===== src/rtl/expr_pkg.sv =====
// Shared constants and types for the expression-string generator.
package expr_pkg;
    localparam logic [7:0]  CH_0      = 8'h30;
    localparam logic [7:0]  CH_PLUS   = 8'h2B;
    localparam logic [7:0]  CH_STAR   = 8'h2A;
    localparam logic [15:0] LFSR_TAPS = 16'hB400;

    typedef enum logic [1:0] {S_IDLE, S_DIGIT, S_OP, S_BAD_OP} state_t;

    // Fold a random nibble into 0..9 and return its ASCII digit.
    function automatic logic [7:0] digit_char(input logic [3:0] nib);
        logic [3:0] d;
        d = (nib >= 4'd10) ? nib - 4'd10 : nib;
        return CH_0 + {4'd0, d};
    endfunction
endpackage


===== src/rtl/lfsr16.sv =====
// 16-bit right-shifting Galois LFSR; advances only when en is high.
module lfsr16
    import expr_pkg::*;
#(
    parameter logic [15:0] SEED = 16'hACE1
) (
    input  logic        clk,
    input  logic        clr,
    input  logic        en,
    output logic [15:0] q
);
    logic [15:0] r_q;

    always_ff @(posedge clk) begin
        if (clr)
            r_q <= SEED;
        else if (en)
            r_q <= {1'b0, r_q[15:1]} ^ (r_q[0] ? LFSR_TAPS : 16'h0000);
    end

    assign q = r_q;
endmodule


===== src/rtl/expr_gen.sv =====
// Emits a pseudo-random "d op d op d" ASCII expression, one char per clock,
// optionally malformed ("+*" pair), and reports the verdict a checker must reach.
module expr_gen
    import expr_pkg::*;
#(
    parameter logic [15:0] SEED = 16'hACE1
) (
    input  logic       clk,
    input  logic       clr,
    input  logic       start,
    input  logic [3:0] n_ops,
    input  logic       inject,
    output logic [7:0] out,
    output logic       valid,
    output logic       last,
    output logic       busy,
    output logic       expect_ok
);
    state_t     r_state, w_next;
    logic [3:0] r_cnt, w_cnt_n;
    logic       r_first, w_first_n;
    logic [7:0] r_out, w_char;
    logic       r_valid, r_last, r_busy, r_expect_ok;
    logic       w_emit, w_last, w_busy_n, w_ok_n;
    logic [15:0] w_lfsr;

    lfsr16 #(.SEED(SEED)) u_lfsr (
        .clk (clk),
        .clr (clr),
        .en  (w_emit),
        .q   (w_lfsr)
    );

    always_comb begin
        w_next    = r_state;
        w_cnt_n   = r_cnt;
        w_first_n = r_first;
        w_char    = 8'h00;
        w_emit    = 1'b0;
        w_last    = 1'b0;
        w_busy_n  = r_busy;
        w_ok_n    = r_expect_ok;
        case (r_state)
            S_IDLE: begin
                // r_busy still high here means the last char is on the wire;
                // refusing start then enforces one idle cycle between strings.
                w_busy_n = 1'b0;
                if (start && !r_busy) begin
                    w_next    = S_DIGIT;
                    w_cnt_n   = (n_ops == 4'd0) ? 4'd1 : n_ops;
                    w_first_n = inject;
                    w_ok_n    = ~inject;
                    w_busy_n  = 1'b1;
                end
            end
            S_DIGIT: begin
                w_emit  = 1'b1;
                w_char  = digit_char(w_lfsr[3:0]);
                w_cnt_n = r_cnt - 4'd1;
                if (r_cnt == 4'd1 && !r_first) begin
                    w_last = 1'b1;
                    w_next = S_IDLE;
                end else begin
                    w_next = S_OP;
                end
            end
            S_OP: begin
                w_emit = 1'b1;
                if (r_first) begin
                    // Forced "+" opens the malformed pair; with one operand it ends the string.
                    w_char    = CH_PLUS;
                    w_first_n = 1'b0;
                    if (r_cnt == 4'd0) begin
                        w_last = 1'b1;
                        w_next = S_IDLE;
                    end else begin
                        w_next = S_BAD_OP;
                    end
                end else begin
                    w_char = w_lfsr[4] ? CH_STAR : CH_PLUS;
                    w_next = S_DIGIT;
                end
            end
            S_BAD_OP: begin
                w_emit = 1'b1;
                w_char = CH_STAR;
                w_next = S_DIGIT;
            end
            default: w_next = S_IDLE;
        endcase
    end

    always_ff @(posedge clk) begin
        if (clr) begin
            r_state     <= S_IDLE;
            r_cnt       <= 4'd0;
            r_first     <= 1'b0;
            r_out       <= 8'h00;
            r_valid     <= 1'b0;
            r_last      <= 1'b0;
            r_busy      <= 1'b0;
            r_expect_ok <= 1'b1;
        end else begin
            r_state     <= w_next;
            r_cnt       <= w_cnt_n;
            r_first     <= w_first_n;
            r_out       <= w_char;
            r_valid     <= w_emit;
            r_last      <= w_last;
            r_busy      <= w_busy_n;
            r_expect_ok <= w_ok_n;
        end
    end

    assign out       = r_out;
    assign valid     = r_valid;
    assign last      = r_last;
    assign busy      = r_busy;
    assign expect_ok = r_expect_ok;
endmodule


===== config.mk =====
export PLATFORM = sky130hd
export DESIGN_NAME = expr_gen
export DESIGN_NICKNAME = d
export VERILOG_FILES = /design/src/rtl/expr_pkg.sv /design/src/rtl/lfsr16.sv /design/src/rtl/expr_gen.sv
export SDC_FILE = /design/constraint.sdc
export NUM_CORES = 1
export LEC_CHECK = 0
export ABC_AREA = 1
export BUFFER_PORTS_ARGS = -buffer_cell sky130_fd_sc_hd__clkbuf_2
export CAP_MARGIN = 0
export CORE_MARGIN = 5
export CORE_UTILIZATION = 50
export DETAILED_ROUTE_END_ITERATION = 12
export PLACE_DENSITY = 0.73
export SETUP_SLACK_MARGIN = 0.4
export SYNTH_ARGS = -nofsm -noshare
export SYNTH_HDL_FRONTEND = slang
export SYNTH_SLANG_ARGS = --single-unit
export TNS_END_PERCENT = 1

===== constraint.sdc =====
create_clock -name clk -period 1.2 [get_ports clk]
set_input_delay 0.06 -clock clk [delete_from_list [all_inputs] [get_ports clk]]
set_output_delay 0.06 -clock clk [all_outputs]
set_load 0.03 [all_outputs]

Yosys cells after proc, flatten, opt, wreduce, memory -nomap -nowiden. Index checks and enable logic that the tools add are counted.

Mux-type cells: 21. Add/subtract/negate cells: 3. Equality and inequality tests: 5. Magnitude comparators: 1. Bitwise logic cells: 2. Reduce and logical (&&, ||, !) cells: 13.

Operators with widths (count): 7-bit case mux with 3 select lines (1); 16-bit two-way mux (1); 15-bit by 16-bit bitwise XOR with 16-bit output (1); 4-bit two-way mux (3); 4-bit zero test (2); 1-bit two-way mux (8); 2-bit two-way mux (4); 2-bit case mux with 4 select lines (1); 4-bit case mux with 2 select lines (1); 6-bit by 4-bit adder with 7-bit output (first input constant) (1); 2-bit AND reduction (3); 2-bit equality test (second input constant) (2); 4-bit by 1-bit equality test with 1-bit output (second input constant) (1); 4-bit greater-or-equal comparator (second input constant) (1); 1-bit case mux with 2 select lines (2); 2-bit nonzero test (2); 4-bit by 1-bit subtractor with 4-bit output (second input constant) (1); 4-bit subtractor (second input constant) (1); 3-bit OR reduction (1); 2-bit by 1-bit equality test with 1-bit output (second input constant) (1); 1-bit logical AND (2); 1-bit zero test (2); 2-bit zero test (1); 2-bit inequality test (second input constant) (1); 1-bit inverter (1).

Output and inout port bits: 12. Register bits: 35. Bits of input ports: 8.

Logic depth before layout (Yosys ltp). Gate-level depths: netlist (run 1).

Word-level depth: 4. Gate-level depth with buffers: 9. Depth with buffers taken out: 9.

By module. Synthesis (run 1) repeated with hierarchy kept, for this count alone.

Cells, all modules: 195. Area, all modules: 1547.7 um^2.

By module, submodules not included: expr_gen (cells each 115, area each 905.9 um^2, times used 1, seq. area each 320.3 um^2); lfsr16 (cells each 80, area each 641.9 um^2, times used 1, seq. area each 320.3 um^2).

Worst setup path after synthesis (run 1). No wires, ideal clock.

Path type: reg-to-reg. Start: register r_state[0]. End: register r_cnt[0]. Required time: 1.078 ns. Setup time: 0.122 ns. Data arrival time: 1.138 ns. Stages on the path, launching flop included: 8. Slack: -0.060 ns. Cell sequence: dfxtp_1 > inv_1 > ha_1 > buf_6 > inv_2 > nand2_4 > a22oi_1 > a21oi_2.

Cells in the longest elaborated chain, start to end: 3.

RTL lines: from (decl) (line expr_gen.sv:19) `state_t r_state, w_next;`; from (signal assigned) (line expr_gen.sv:104) `r_state <= w_next;`; 2-bit by 1-bit equality test with 1-bit output or 2-bit zero test (tied branches) (line expr_gen.sv:43) `case (r_state)`; 2-bit nonzero test (no line) or 2-bit inequality test (tied branches); 2-bit AND reduction (no line); to (signal assigned) (line expr_gen.sv:105) `r_cnt <= w_cnt_n;`; to (decl) (line expr_gen.sv:20) `logic [3:0] r_cnt, w_cnt_n;`.

Several ways; a longest one is shown, not always the timed one. A chain may end at the register's enable or synchronous reset.

Worst setup path in the final report (run 1).
Start: register r_state[0]. End: register r_out[1] (netlist: out[1]).

Cells in the longest elaborated chain, start to end: 2.

RTL lines: 2-bit equality test or 2-bit by 1-bit equality test with 1-bit output (tied branches) (line expr_gen.sv:43); 7-bit case mux with 3 select lines (*) (line expr_gen.sv:43); to (signal assigned) (line expr_gen.sv:107) `r_out <= w_char;`; to (decl) (line expr_gen.sv:22) `logic [7:0] r_out, w_char;`.

Mark *: on every way between the ends. The rest lies on a longest branch, timed or not.

==> results of run 1 <==
==> state kept, by name, summed over array words and instances (netlist names) <==
name,cells
u_lfsr.q,16
out,6
r_cnt,4
r_state,2
busy,1
expect_ok,1
last,1
r_first,1
==> cells by family after synthesis <==
kind of cell    Yosys count  synth area share (%)
flops                    32                  43.0
xor+xnor                  2                  1.18
simple gates             63                  20.2
buf+inv                  29                  10.7
other cells               1                 0.252
compound gates           48                  18.8
fa+ha+maj                 7                  5.88
==> per-stage QoR <==
step,worst slack (ns),TNS [ns]
global route,-0.0713,-0.633
floorplan,0.0428,0
detailed placement,-0.0656,-0.204
CTS,0.00671,0
global placement,-0.0234,-0.117
finish,-0.00987,-0.0140
==> synthesized netlist by cell type, drive strengths merged (2+ instances only) <==
cell type	instances	share of area, %
o21ai	19	6.9
nor3	3	1.0
inv	18	4.5
a31oi	2	0.84
nor2	18	5.0
xor2	2	1.2
o211ai	2	1.0
nand2	29	8.3
buf	11	6.2
ha	7	5.9
a22oi	2	1.0
o21bai	2	1.0
nand4	2	0.84
a21oi	18	6.5
dfxtp	32	43
nand3	10	4.5
==> routing by layer <==
metal	vias up	part of all wire, %	GRT usage, %
met4	0	3.0	12.4
met2	43	48	28.1
li1	661	-	-
met5	-	0	0
met1	616	43	20.9
met3	12	5.3	5.87
==> what timing repair did <==
item,CTS,global route
resized for setup,15,63
gates cloned,0,0
setup buffers,3,1
pin swaps,8,5
hold endpoints to repair,2,0
hold buffers,1,0
endpoints found under the setup margin,42,42
==> cell usage in the layout (no fill, tap or decap), types with 3 or more instances in the layout <==
cell,count
sky130_fd_sc_hd__a21oi_1,15
sky130_fd_sc_hd__a21oi_2,3
sky130_fd_sc_hd__buf_4,8
sky130_fd_sc_hd__buf_6,16
sky130_fd_sc_hd__clkbuf_2,7
sky130_fd_sc_hd__clkbuf_4,5
sky130_fd_sc_hd__dfxtp_1,25
sky130_fd_sc_hd__dfxtp_2,6
sky130_fd_sc_hd__ha_4,4
sky130_fd_sc_hd__inv_1,10
sky130_fd_sc_hd__inv_2,6
sky130_fd_sc_hd__nand2_1,21
sky130_fd_sc_hd__nand2_2,6
sky130_fd_sc_hd__nand3_1,8
sky130_fd_sc_hd__nor2_1,15
sky130_fd_sc_hd__nor3_1,3
sky130_fd_sc_hd__o21ai_0,12
sky130_fd_sc_hd__o21ai_1,3
sky130_fd_sc_hd__o21ai_2,4
==> final cells by class <==
type	instances	area [µm²]	area share, %
clock buffer	6	51.3	2.69
sequential	32	652	34.2
clock inverter	2	10.0	0.525
multi-input combinational	122	797	41.8
timing repair buffer	32	285	15.0
inverter	18	72.6	3.81
tap	31	38.8	2.03
==> power breakdown <==
group	switching [W]	internal, W
clock	0.000377	0.000278
sequential	0.000268	0.00138
combinational	0.00116	0.000926
==> tightest hold or removal path: cells and delay by family <==
kind	cells	cell delay, ns
AOI/OAI and AO/OA	2	0.22
buffers and inverters	1	0.07
==> how the worst max path moves through the flow <==
stage / start / endpoint / slack [ns] / cells after the start
2_1_floorplan: r_state[1] / r_cnt[0] / 0.04 / 7
3_3_place_gp: r_state[1] / out[2] / -0.02 / 5
3_5_place_dp: r_state[1] / r_cnt[2] / -0.07 / 6
4_1_cts: r_state[0] / out[3] / 0.007 / 5
5_1_grt: r_state[0] / r_cnt[1] / -0.07 / 6
6_report: r_state[0] / out[1] / -0.01 / 5
==> impl_metrics.xml, run 1 <==
<?xml version="1.0" encoding="UTF-8"?>
<metrics>
  <group name="route">
    <metric name="via_count" unit="">1332</metric>
    <metric name="post_detailed_route_wirelength_per_cell" unit="µm">13.9</metric>
    <metric name="viasPerCell" unit="">5.48</metric>
    <metric name="route.detailed.drc" unit="">0</metric>
    <metric name="antenna_left" unit="">0</metric>
    <metric name="drtIter0Drc" unit="">33</metric>
    <metric name="drtPass1Iterations" unit="">5</metric>
    <metric name="routed_wirelength" unit="µm">3370</metric>
  </group>
  <group name="grt">
    <metric name="grt_pass1_vias" unit="">1354</metric>
    <metric name="grt_overflow" unit="">0</metric>
    <metric name="grt_max_degree" unit="">19</metric>
    <metric name="grt_pass1_wl" unit="µm">5800</metric>
    <metric name="antenna_found_initial" unit="">0</metric>
    <metric name="gr_util_all_layers" unit="%">18.0</metric>
  </group>
  <group name="clocking">
    <metric name="clk_latency" unit="ns">0.34</metric>
    <metric name="clock_tree.root_cell" unit="">sky130_fd_sc_hd__clkbuf_4</metric>
    <metric name="h-tree-depth" unit="">2</metric>
    <metric name="numClockSinks" unit="">32</metric>
    <metric name="cts_max_path_buffers" unit="">2</metric>
    <metric name="cts_inserted_buffers" unit="">5</metric>
    <metric name="cts_tree" unit="">done</metric>
    <metric name="cts.clk_slew.worst_paths" unit="ns">0.10</metric>
  </group>
  <group name="synth">
    <metric name="synth_edf_count" unit="">0</metric>
    <metric name="syn-instance-count" unit="">182</metric>
    <metric name="synth_cell_type_count" unit="">31</metric>
    <metric name="synthArstFlopShare" unit="%">0</metric>
    <metric name="synthesis.yosys.warnings" unit="">0</metric>
    <metric name="post_synth.cell_area_avg" unit="µm²">8.19</metric>
    <metric name="postSynthRegisterBits" unit="">32</metric>
    <metric name="synth-seq-area-share" unit="%">43.0</metric>
    <metric name="synth.cell_area" unit="µm²">1490</metric>
    <metric name="most_frequently_used_flop_master_after_synthesis" unit="">sky130_fd_sc_hd__dfxtp_1</metric>
  </group>
  <group name="die">
    <metric name="initial_core_util" unit="%">53.1</metric>
    <metric name="floorplan.die.height" unit="µm">64.6</metric>
    <metric name="top_level_ports" unit="">20</metric>
    <metric name="row_count" unit="">19</metric>
    <metric name="die_width" unit="µm">64.6</metric>
    <metric name="die_area" unit="µm²">4170</metric>
    <metric name="core-area" unit="µm²">2810</metric>
  </group>
  <group name="critical_path">
    <metric name="regToRegSetupSlack" unit="ns">-0.01</metric>
    <metric name="delay_of_the_slowest_critical_path_stage" unit="ns">0.38</metric>
    <metric name="reg2regPathDepth" unit="">5</metric>
    <metric name="terminus_of_the_critical_flop_to_flop_path" unit="">out[1]</metric>
    <metric name="timing.critical_path.max_delay_family" unit="">flip-flops</metric>
    <metric name="timing.setup.critical_path_class" unit="">reg2reg</metric>
    <metric name="worstPathRequired" unit="ns">1.43</metric>
    <metric name="cp-end-kind" unit="">flip-flop</metric>
    <metric name="critical_path_buf_inv_count" unit="">1</metric>
    <metric name="worstReg2RegStart" unit="">r_state[0]</metric>
    <metric name="critPathMaxFanout" unit="">3</metric>
    <metric name="slowest_stage_cell_cp" unit="">sky130_fd_sc_hd__dfxtp_4</metric>
    <metric name="critical_path.startpoint_type" unit="">flip-flop</metric>
    <metric name="cp_cell_instances" unit="">buf_6 -&gt; ha_4 -&gt; or2_4 -&gt; a31oi_1 -&gt; nor2_1</metric>
    <metric name="critPathArrivalTime" unit="ns">1.44</metric>
  </group>
  <group name="power">
    <metric name="static_leak" unit="nW">0.827</metric>
    <metric name="design_power_total" unit="W">0.00439</metric>
    <metric name="worst_ir_drop_vdd" unit="V">0.00123</metric>
    <metric name="power_density" unit="nW/µm²">2300</metric>
  </group>
  <group name="place">
    <metric name="place_area" unit="µm²">1630</metric>
    <metric name="dpl.cell_count" unit="">230</metric>
    <metric name="io_buffer_count" unit="">17</metric>
    <metric name="gp_routability_congestion" unit="">0.876</metric>
    <metric name="post-dp-hpwl" unit="µm">2200</metric>
  </group>
  <group name="cells_and_area">
    <metric name="layout.cells.non_filler" unit="">243</metric>
    <metric name="layout.filler_cells" unit="">237</metric>
    <metric name="fin_nets" unit="">226</metric>
    <metric name="area_growth_syn_to_layout" unit="%">28.0</metric>
    <metric name="insertedDiodeCount" unit="">0</metric>
    <metric name="final_core_util" unit="%">68.0</metric>
    <metric name="finish.instance_area" unit="µm²">1910</metric>
    <metric name="fraction_of_final_layout_cells_sized_beyond_drive_strength_1" unit="%">39.2</metric>
  </group>
  <group name="timing">
    <metric name="worst_clock_skew" unit="ns">0.0119</metric>
    <metric name="final.hold.worst_slack" unit="ns">0.0437</metric>
    <metric name="maximum_achievable_frequency" unit="MHz">827</metric>
    <metric name="share_of_the_clock_period_used_by_the_worst_path_after_layout" unit="%">101</metric>
    <metric name="report.final.hold_viol_count" unit="">0</metric>
    <metric name="rsz0062_at_grt" unit="">yes</metric>
    <metric name="timing.final.ws_setup" unit="ns">-0.00987</metric>
    <metric name="timing.final.setup_violations" unit="">2</metric>
    <metric name="post-route-min-period" unit="ns">1.21</metric>
    <metric name="maxSlewViolCount" unit="">0</metric>
  </group>
  <group name="status">
    <metric name="violations" unit="">negative setup slack</metric>
    <metric name="run_status" unit="">finished, violations left</metric>
  </group>
  <group name="worst_hold_path">
    <metric name="hold_start" unit="">n_ops[0]</metric>
    <metric name="hold-path-cell-count" unit="">3</metric>
    <metric name="hp-class" unit="">in2reg</metric>
    <metric name="hold_endpoint" unit="">r_cnt[0]</metric>
  </group>
  <group name="flow_run">
    <metric name="drv.max_cap_violation_count" unit="">0</metric>
  </group>
</metrics>
(Power assumes the default switching activity.)
==> inputs of run 2 (changes only) <==
==> constraint.sdc (replaced) <==
create_clock -name clk -period 1.2 [get_ports clk]
set_input_delay 0.3 -clock clk [delete_from_list [all_inputs] [get_ports clk]]
set_output_delay 0.3 -clock clk [all_outputs]
set_load 0.03 [all_outputs]
==> run 2 against run 1 <==
Compared with the run above:
- the run still ends with negative setup slack left
- worst setup slack worse by 0.0084 ns
- via count decreased by 1.8%
- highest routed layer unchanged
- routed wire length down 5.0%
- critical path depth grew 1
- global-route usage is 0.41 points lower
- non-clock buffer count is 1 lower
- first-iteration DRC count up 67%
==> impl_metrics.xml, run 2 (same netlist as run 1, synthesis figures left out) <==
<?xml version="1.0" encoding="UTF-8"?>
<metrics>
  <group name="cells_and_area">
    <metric name="layout.cells.non_filler" unit="">241</metric>
    <metric name="mostFrequentLayoutCell" unit="">sky130_fd_sc_hd__nand2_1</metric>
    <metric name="insertedDiodeCount" unit="">0</metric>
    <metric name="final_core_util" unit="%">66.4</metric>
    <metric name="fin_nets" unit="">225</metric>
    <metric name="layout.filler_cells" unit="">235</metric>
    <metric name="fraction_of_final_layout_cells_sized_beyond_drive_strength_1" unit="%">33.3</metric>
    <metric name="layout.cells.most_common_list" unit="">sky130_fd_sc_hd__nand2_1 (27), sky130_fd_sc_hd__dfxtp_1 (24), sky130_fd_sc_hd__nor2_1 (17)</metric>
    <metric name="number_of_flip_flops_in_the_largest_register" unit="">16</metric>
    <metric name="area_growth_syn_to_layout" unit="%">25.0</metric>
  </group>
  <group name="clocking">
    <metric name="cts-hold-fix-buffers" unit="">0</metric>
    <metric name="cts_inserted_buffers" unit="">5</metric>
    <metric name="numClockSinks" unit="">32</metric>
    <metric name="h-tree-depth" unit="">2</metric>
    <metric name="cts.clk_slew.worst_paths" unit="ns">0.10</metric>
    <metric name="clk_latency" unit="ns">0.33</metric>
    <metric name="cts_max_path_buffers" unit="">2</metric>
    <metric name="cts_tree" unit="">done</metric>
    <metric name="clock_tree.root_cell" unit="">sky130_fd_sc_hd__clkbuf_4</metric>
  </group>
  <group name="die">
    <metric name="row_count" unit="">19</metric>
    <metric name="top_level_ports" unit="">20</metric>
    <metric name="die_area" unit="µm²">4170</metric>
    <metric name="core-area" unit="µm²">2810</metric>
    <metric name="floorplan.die.height" unit="µm">64.6</metric>
    <metric name="die_width" unit="µm">64.6</metric>
    <metric name="initial_core_util" unit="%">53.1</metric>
  </group>
  <group name="timing">
    <metric name="report.final.hold_viol_count" unit="">0</metric>
    <metric name="timing.final.ws_setup" unit="ns">-0.0183</metric>
    <metric name="post-route-min-period" unit="ns">1.22</metric>
    <metric name="maxSlewViolCount" unit="">0</metric>
    <metric name="final.hold.worst_slack" unit="ns">0.201</metric>
    <metric name="share_of_the_clock_period_used_by_the_worst_path_after_layout" unit="%">102</metric>
    <metric name="rsz0062_at_grt" unit="">yes</metric>
    <metric name="worst_clock_skew" unit="ns">0.00857</metric>
    <metric name="maximum_achievable_frequency" unit="MHz">821</metric>
    <metric name="timing.final.setup_violations" unit="">2</metric>
  </group>
  <group name="route">
    <metric name="viasPerCell" unit="">5.43</metric>
    <metric name="via_count" unit="">1308</metric>
    <metric name="post_detailed_route_wirelength_per_cell" unit="µm">13.3</metric>
    <metric name="drtIter0Drc" unit="">55</metric>
    <metric name="antenna_left" unit="">0</metric>
    <metric name="drtPass1Iterations" unit="">4</metric>
    <metric name="route.detailed.drc" unit="">0</metric>
    <metric name="routed_wirelength" unit="µm">3200</metric>
  </group>
  <group name="worst_hold_path">
    <metric name="hold-path-cell-count" unit="">2</metric>
    <metric name="hp-class" unit="">in2reg</metric>
  </group>
  <group name="grt">
    <metric name="grt_overflow" unit="">0</metric>
    <metric name="grt_pass1_wl" unit="µm">5660</metric>
    <metric name="grt_max_degree" unit="">21</metric>
    <metric name="antenna_found_initial" unit="">0</metric>
    <metric name="gr_util_all_layers" unit="%">17.6</metric>
    <metric name="grt_pass1_vias" unit="">1293</metric>
  </group>
  <group name="flow_run">
    <metric name="drv.max_cap_violation_count" unit="">0</metric>
  </group>
  <group name="critical_path">
    <metric name="worstPathRequired" unit="ns">1.47</metric>
    <metric name="timing.setup.critical_path_class" unit="">reg2reg</metric>
    <metric name="cp-end-kind" unit="">flip-flop</metric>
    <metric name="critPathMaxFanout" unit="">5</metric>
    <metric name="critPathArrivalTime" unit="ns">1.49</metric>
    <metric name="reg2regPathDepth" unit="">6</metric>
    <metric name="critical_path.startpoint_type" unit="">flip-flop</metric>
  </group>
  <group name="power">
    <metric name="power_density" unit="nW/µm²">2260</metric>
    <metric name="worst_ir_drop_vdd" unit="V">0.00143</metric>
    <metric name="design_power_total" unit="W">0.00421</metric>
    <metric name="static_leak" unit="nW">0.823</metric>
  </group>
  <group name="place">
    <metric name="dpl.cell_count" unit="">234</metric>
    <metric name="io_buffer_count" unit="">17</metric>
    <metric name="place_ws" unit="ns">-0.0566</metric>
    <metric name="post-dp-hpwl" unit="µm">2340</metric>
    <metric name="gp_routability_congestion" unit="">0.906</metric>
  </group>
  <group name="status">
    <metric name="run_status" unit="">finished, violations left</metric>
    <metric name="violations" unit="">negative setup slack</metric>
  </group>
</metrics>
-- run 2: worst paths after layout --
path / startpoint / end / slack [ns]
hold reg to reg: u_lfsr.q[6] / u_lfsr.q[5] / 0.47
hold / removal: inject / expect_ok / 0.20
setup reg to reg: r_state[1] / r_cnt[2] / -0.02
setup / recovery: r_state[1] / r_cnt[2] / -0.02
-- run 2: power breakdown --
part,internal [W],switching (W),leakage [nW]
clock network,0.000332,0.000361,0.0374
logic,0.000827,0.00105,0.519
registers,0.00138,0.000261,0.267
total,0.00254,0.00167,0.823
-- run 2: final cells by class --
cell class | instances | area (µm²) | share of cell area [%]
well taps | 31 | 38.8 | 2.08
multi-input cells | 122 | 742 | 39.8
repair buffers | 31 | 292 | 15.6
flip-flops and latches | 32 | 653 | 35.1
clock buffers | 7 | 65.1 | 3.49
inverters | 18 | 72.6 | 3.90
-- run 2: through the flow --
| step | TNS, ns | area [µm²] |
|---|---|---|
| finish | -0.0267 | 1860 |
| global route | -1.09 | 1860 |
| CTS | -0.0694 | 1850 |
| detailed placement | -0.302 | 1660 |
| global placement | -0.0126 | 1660 |
| floorplan | 0 | 1530 |
-- run 2: metal layers --
metal | GRT usage (%) | wire length [µm] | vias up
met5 | 0 | 0 | -
met4 | 7.92 | 78 | 0
met3 | 7.08 | 180 | 9
met2 | 29.3 | 1530 | 38
met1 | 19.7 | 1410 | 607
li1 | - | - | 654
-- run 2: critical path: stages, from the launching register on --
cell                       delay [ns]
sky130_fd_sc_hd__dfxtp_2         0.35
sky130_fd_sc_hd__inv_2           0.08
sky130_fd_sc_hd__ha_2            0.26
sky130_fd_sc_hd__buf_4           0.15
sky130_fd_sc_hd__nor2_1          0.04
sky130_fd_sc_hd__o21bai_1        0.14
sky130_fd_sc_hd__a21oi_1         0.13
-- run 2: what timing repair did --
action                     CTS  global route
pin swaps                    7             1
gates resized for setup     33            12
setup endpoints to repair   42            42
setup buffers                0             0
==> inputs of run 3 (changes only) <==
--- a/config.mk
+++ b/config.mk
@@ -16,4 +16,4 @@
 export SYNTH_ARGS = -nofsm -noshare
 export SYNTH_HDL_FRONTEND = slang
 export SYNTH_SLANG_ARGS = --single-unit
-export TNS_END_PERCENT = 1
+export TNS_END_PERCENT = 30
==> run 3 against run 2 <==
Compared with the run above:
- the run still ends with negative setup slack left
- clock skew rose by 0.0046 ns
- flip-flop and latch count did not move
- critical path depth is 1 higher
- routed wire length is 7.3% higher
- largest cell class unchanged
==> impl_metrics.xml, run 3 (same netlist as run 1, synthesis figures left out) <==
<?xml version="1.0" encoding="UTF-8"?>
<metrics>
  <group name="clocking">
    <metric name="cts.clk_slew.worst_paths" unit="ns">0.10</metric>
    <metric name="cts_max_path_buffers" unit="">2</metric>
    <metric name="cts_inserted_buffers" unit="">5</metric>
    <metric name="h-tree-depth" unit="">2</metric>
    <metric name="clk_latency" unit="ns">0.34</metric>
    <metric name="clock_tree.root_cell" unit="">sky130_fd_sc_hd__clkbuf_4</metric>
    <metric name="cts-hold-fix-buffers" unit="">0</metric>
    <metric name="numClockSinks" unit="">32</metric>
    <metric name="cts_tree" unit="">done</metric>
  </group>
  <group name="place">
    <metric name="gp_routability_congestion" unit="">0.852</metric>
    <metric name="post-dp-hpwl" unit="µm">2170</metric>
    <metric name="place_area" unit="µm²">1620</metric>
    <metric name="io_buffer_count" unit="">17</metric>
  </group>
  <group name="cells_and_area">
    <metric name="fin_nets" unit="">223</metric>
    <metric name="area_growth_syn_to_layout" unit="%">31.2</metric>
    <metric name="fraction_of_final_layout_cells_sized_beyond_drive_strength_1" unit="%">37.8</metric>
    <metric name="mostFrequentLayoutCell" unit="">sky130_fd_sc_hd__nand2_1</metric>
    <metric name="layout.area.seq" unit="µm²">661</metric>
    <metric name="layout.cells.most_common_list" unit="">sky130_fd_sc_hd__nand2_1 (27), sky130_fd_sc_hd__dfxtp_1 (20), sky130_fd_sc_hd__nor2_1 (16)</metric>
    <metric name="layout.filler_cells" unit="">215</metric>
    <metric name="multi_input_combinational_cell_area" unit="µm²">806</metric>
    <metric name="finish.instance_area" unit="µm²">1950</metric>
    <metric name="number_of_flip_flops_in_the_largest_register" unit="">16</metric>
    <metric name="insertedDiodeCount" unit="">0</metric>
  </group>
  <group name="die">
    <metric name="core-area" unit="µm²">2810</metric>
    <metric name="die_width" unit="µm">64.6</metric>
    <metric name="top_level_ports" unit="">20</metric>
    <metric name="die_area" unit="µm²">4170</metric>
    <metric name="row_count" unit="">19</metric>
    <metric name="initial_core_util" unit="%">53.1</metric>
    <metric name="floorplan.die.height" unit="µm">64.6</metric>
  </group>
  <group name="timing">
    <metric name="fin_tns_setup" unit="ns">-0.0967</metric>
    <metric name="post-route-min-period" unit="ns">1.23</metric>
    <metric name="rsz0062_at_grt" unit="">yes</metric>
    <metric name="report.final.hold_viol_count" unit="">0</metric>
    <metric name="worst_clock_skew" unit="ns">0.0132</metric>
    <metric name="timing.final.setup_violations" unit="">7</metric>
    <metric name="share_of_the_clock_period_used_by_the_worst_path_after_layout" unit="%">102</metric>
    <metric name="maxSlewViolCount" unit="">0</metric>
    <metric name="timing.final.ws_setup" unit="ns">-0.0269</metric>
    <metric name="maximum_achievable_frequency" unit="MHz">815</metric>
    <metric name="final.hold.worst_slack" unit="ns">0.185</metric>
  </group>
  <group name="route">
    <metric name="antenna_left" unit="">0</metric>
    <metric name="viasPerCell" unit="">5.43</metric>
    <metric name="drtIter0Drc" unit="">74</metric>
    <metric name="drtPass1Iterations" unit="">5</metric>
    <metric name="routed_wirelength" unit="µm">3430</metric>
    <metric name="post_detailed_route_wirelength_per_cell" unit="µm">14.3</metric>
    <metric name="route.detailed.drc" unit="">0</metric>
    <metric name="via_count" unit="">1303</metric>
  </group>
  <group name="grt">
    <metric name="grt_overflow" unit="">0</metric>
    <metric name="grt_max_degree" unit="">19</metric>
    <metric name="gr_util_all_layers" unit="%">17.1</metric>
    <metric name="grt_pass1_vias" unit="">1206</metric>
    <metric name="antenna_found_initial" unit="">0</metric>
    <metric name="grt_pass1_wl" unit="µm">5470</metric>
  </group>
  <group name="power">
    <metric name="worst_ir_drop_vdd" unit="V">0.00127</metric>
    <metric name="static_leak" unit="nW">0.832</metric>
    <metric name="power_density" unit="nW/µm²">2370</metric>
  </group>
  <group name="status">
    <metric name="run_status" unit="">finished, violations left</metric>
    <metric name="violations" unit="">negative setup slack</metric>
  </group>
  <group name="critical_path">
    <metric name="worstReg2RegStart" unit="">r_state[1]</metric>
    <metric name="timing.setup.critical_path_class" unit="">reg2reg</metric>
    <metric name="cp-end-kind" unit="">flip-flop</metric>
    <metric name="critical_path.startpoint_type" unit="">flip-flop</metric>
    <metric name="worst_setup_path_startpoint" unit="">r_state[1]</metric>
    <metric name="worstPathRequired" unit="ns">1.44</metric>
    <metric name="critPathMaxFanout" unit="">5</metric>
    <metric name="critPathArrivalTime" unit="ns">1.47</metric>
    <metric name="reg2regPathDepth" unit="">7</metric>
  </group>
  <group name="flow_run">
    <metric name="drv.max_cap_violation_count" unit="">0</metric>
  </group>
  <group name="worst_hold_path">
    <metric name="hp-class" unit="">in2reg</metric>
    <metric name="hold-path-cell-count" unit="">2</metric>
    <metric name="hold_start" unit="">clr</metric>
  </group>
</metrics>
run 3: timing repair:
item	CTS	global route
buffers inserted	2	2
gates resized for setup	26	47
endpoints found under the setup margin	42	42
cloned	1	0
pin swaps	7	6
run 3: metrics by stage:
| step | power (W) | setup WS, ns | util [%] | instances |
|---|---|---|---|---|
| 4_1_cts | 0.00441 | 0.00108 | 65.9 | 238 |
| 2_1_floorplan | 0.00295 | 0.0428 | - | 183 |
| 3_3_place_gp | 0.00324 | 0.00738 | 57.8 | 227 |
| 3_5_place_dp | 0.00330 | -0.0365 | 57.8 | 227 |
| 6_report | 0.00464 | -0.0269 | 69.7 | 240 |
| 5_1_grt | 0.00494 | -0.0786 | 69.7 | 240 |
run 3: cell type report:
type	count	area share [%]
clock inverters	2	1.79
inverters	18	4.23
repair buffers	29	14.9
clock buffers	6	2.11
multi-input cells	122	41.2
well taps	31	1.98
flip-flops and latches	32	33.8
run 3: worst paths after layout:
kind,to,slack [ns]
hold / removal,out[5],0.19
setup / recovery,r_cnt[2],-0.03
hold reg to reg,u_lfsr.q[7],0.47
setup reg to reg,r_cnt[2],-0.03
run 3: power by group:
part | switching (W) | internal [W]
clock network | 0.000376 | 0.000437
registers | 0.000275 | 0.00139
logic | 0.00120 | 0.000955
total | 0.00185 | 0.00278
run 3: critical path: stages (launching register included):
cell and delay (ns):
sky130_fd_sc_hd__dfxtp_4 0.41, sky130_fd_sc_hd__inv_4 0.06, sky130_fd_sc_hd__ha_4 0.18, sky130_fd_sc_hd__buf_12 0.15
sky130_fd_sc_hd__nand2_8 0.08, sky130_fd_sc_hd__nand2_4 0.07, sky130_fd_sc_hd__o21ai_2 0.14, sky130_fd_sc_hd__a21oi_2 0.04
run 3: metal layers:
layer	wire (µm)	track usage [%]	vias up
met5	0	0	-
met4	97	7.65	0
met3	181	6.39	11
met2	1720	28.2	44
met1	1430	19.8	598
li1	-	-	650
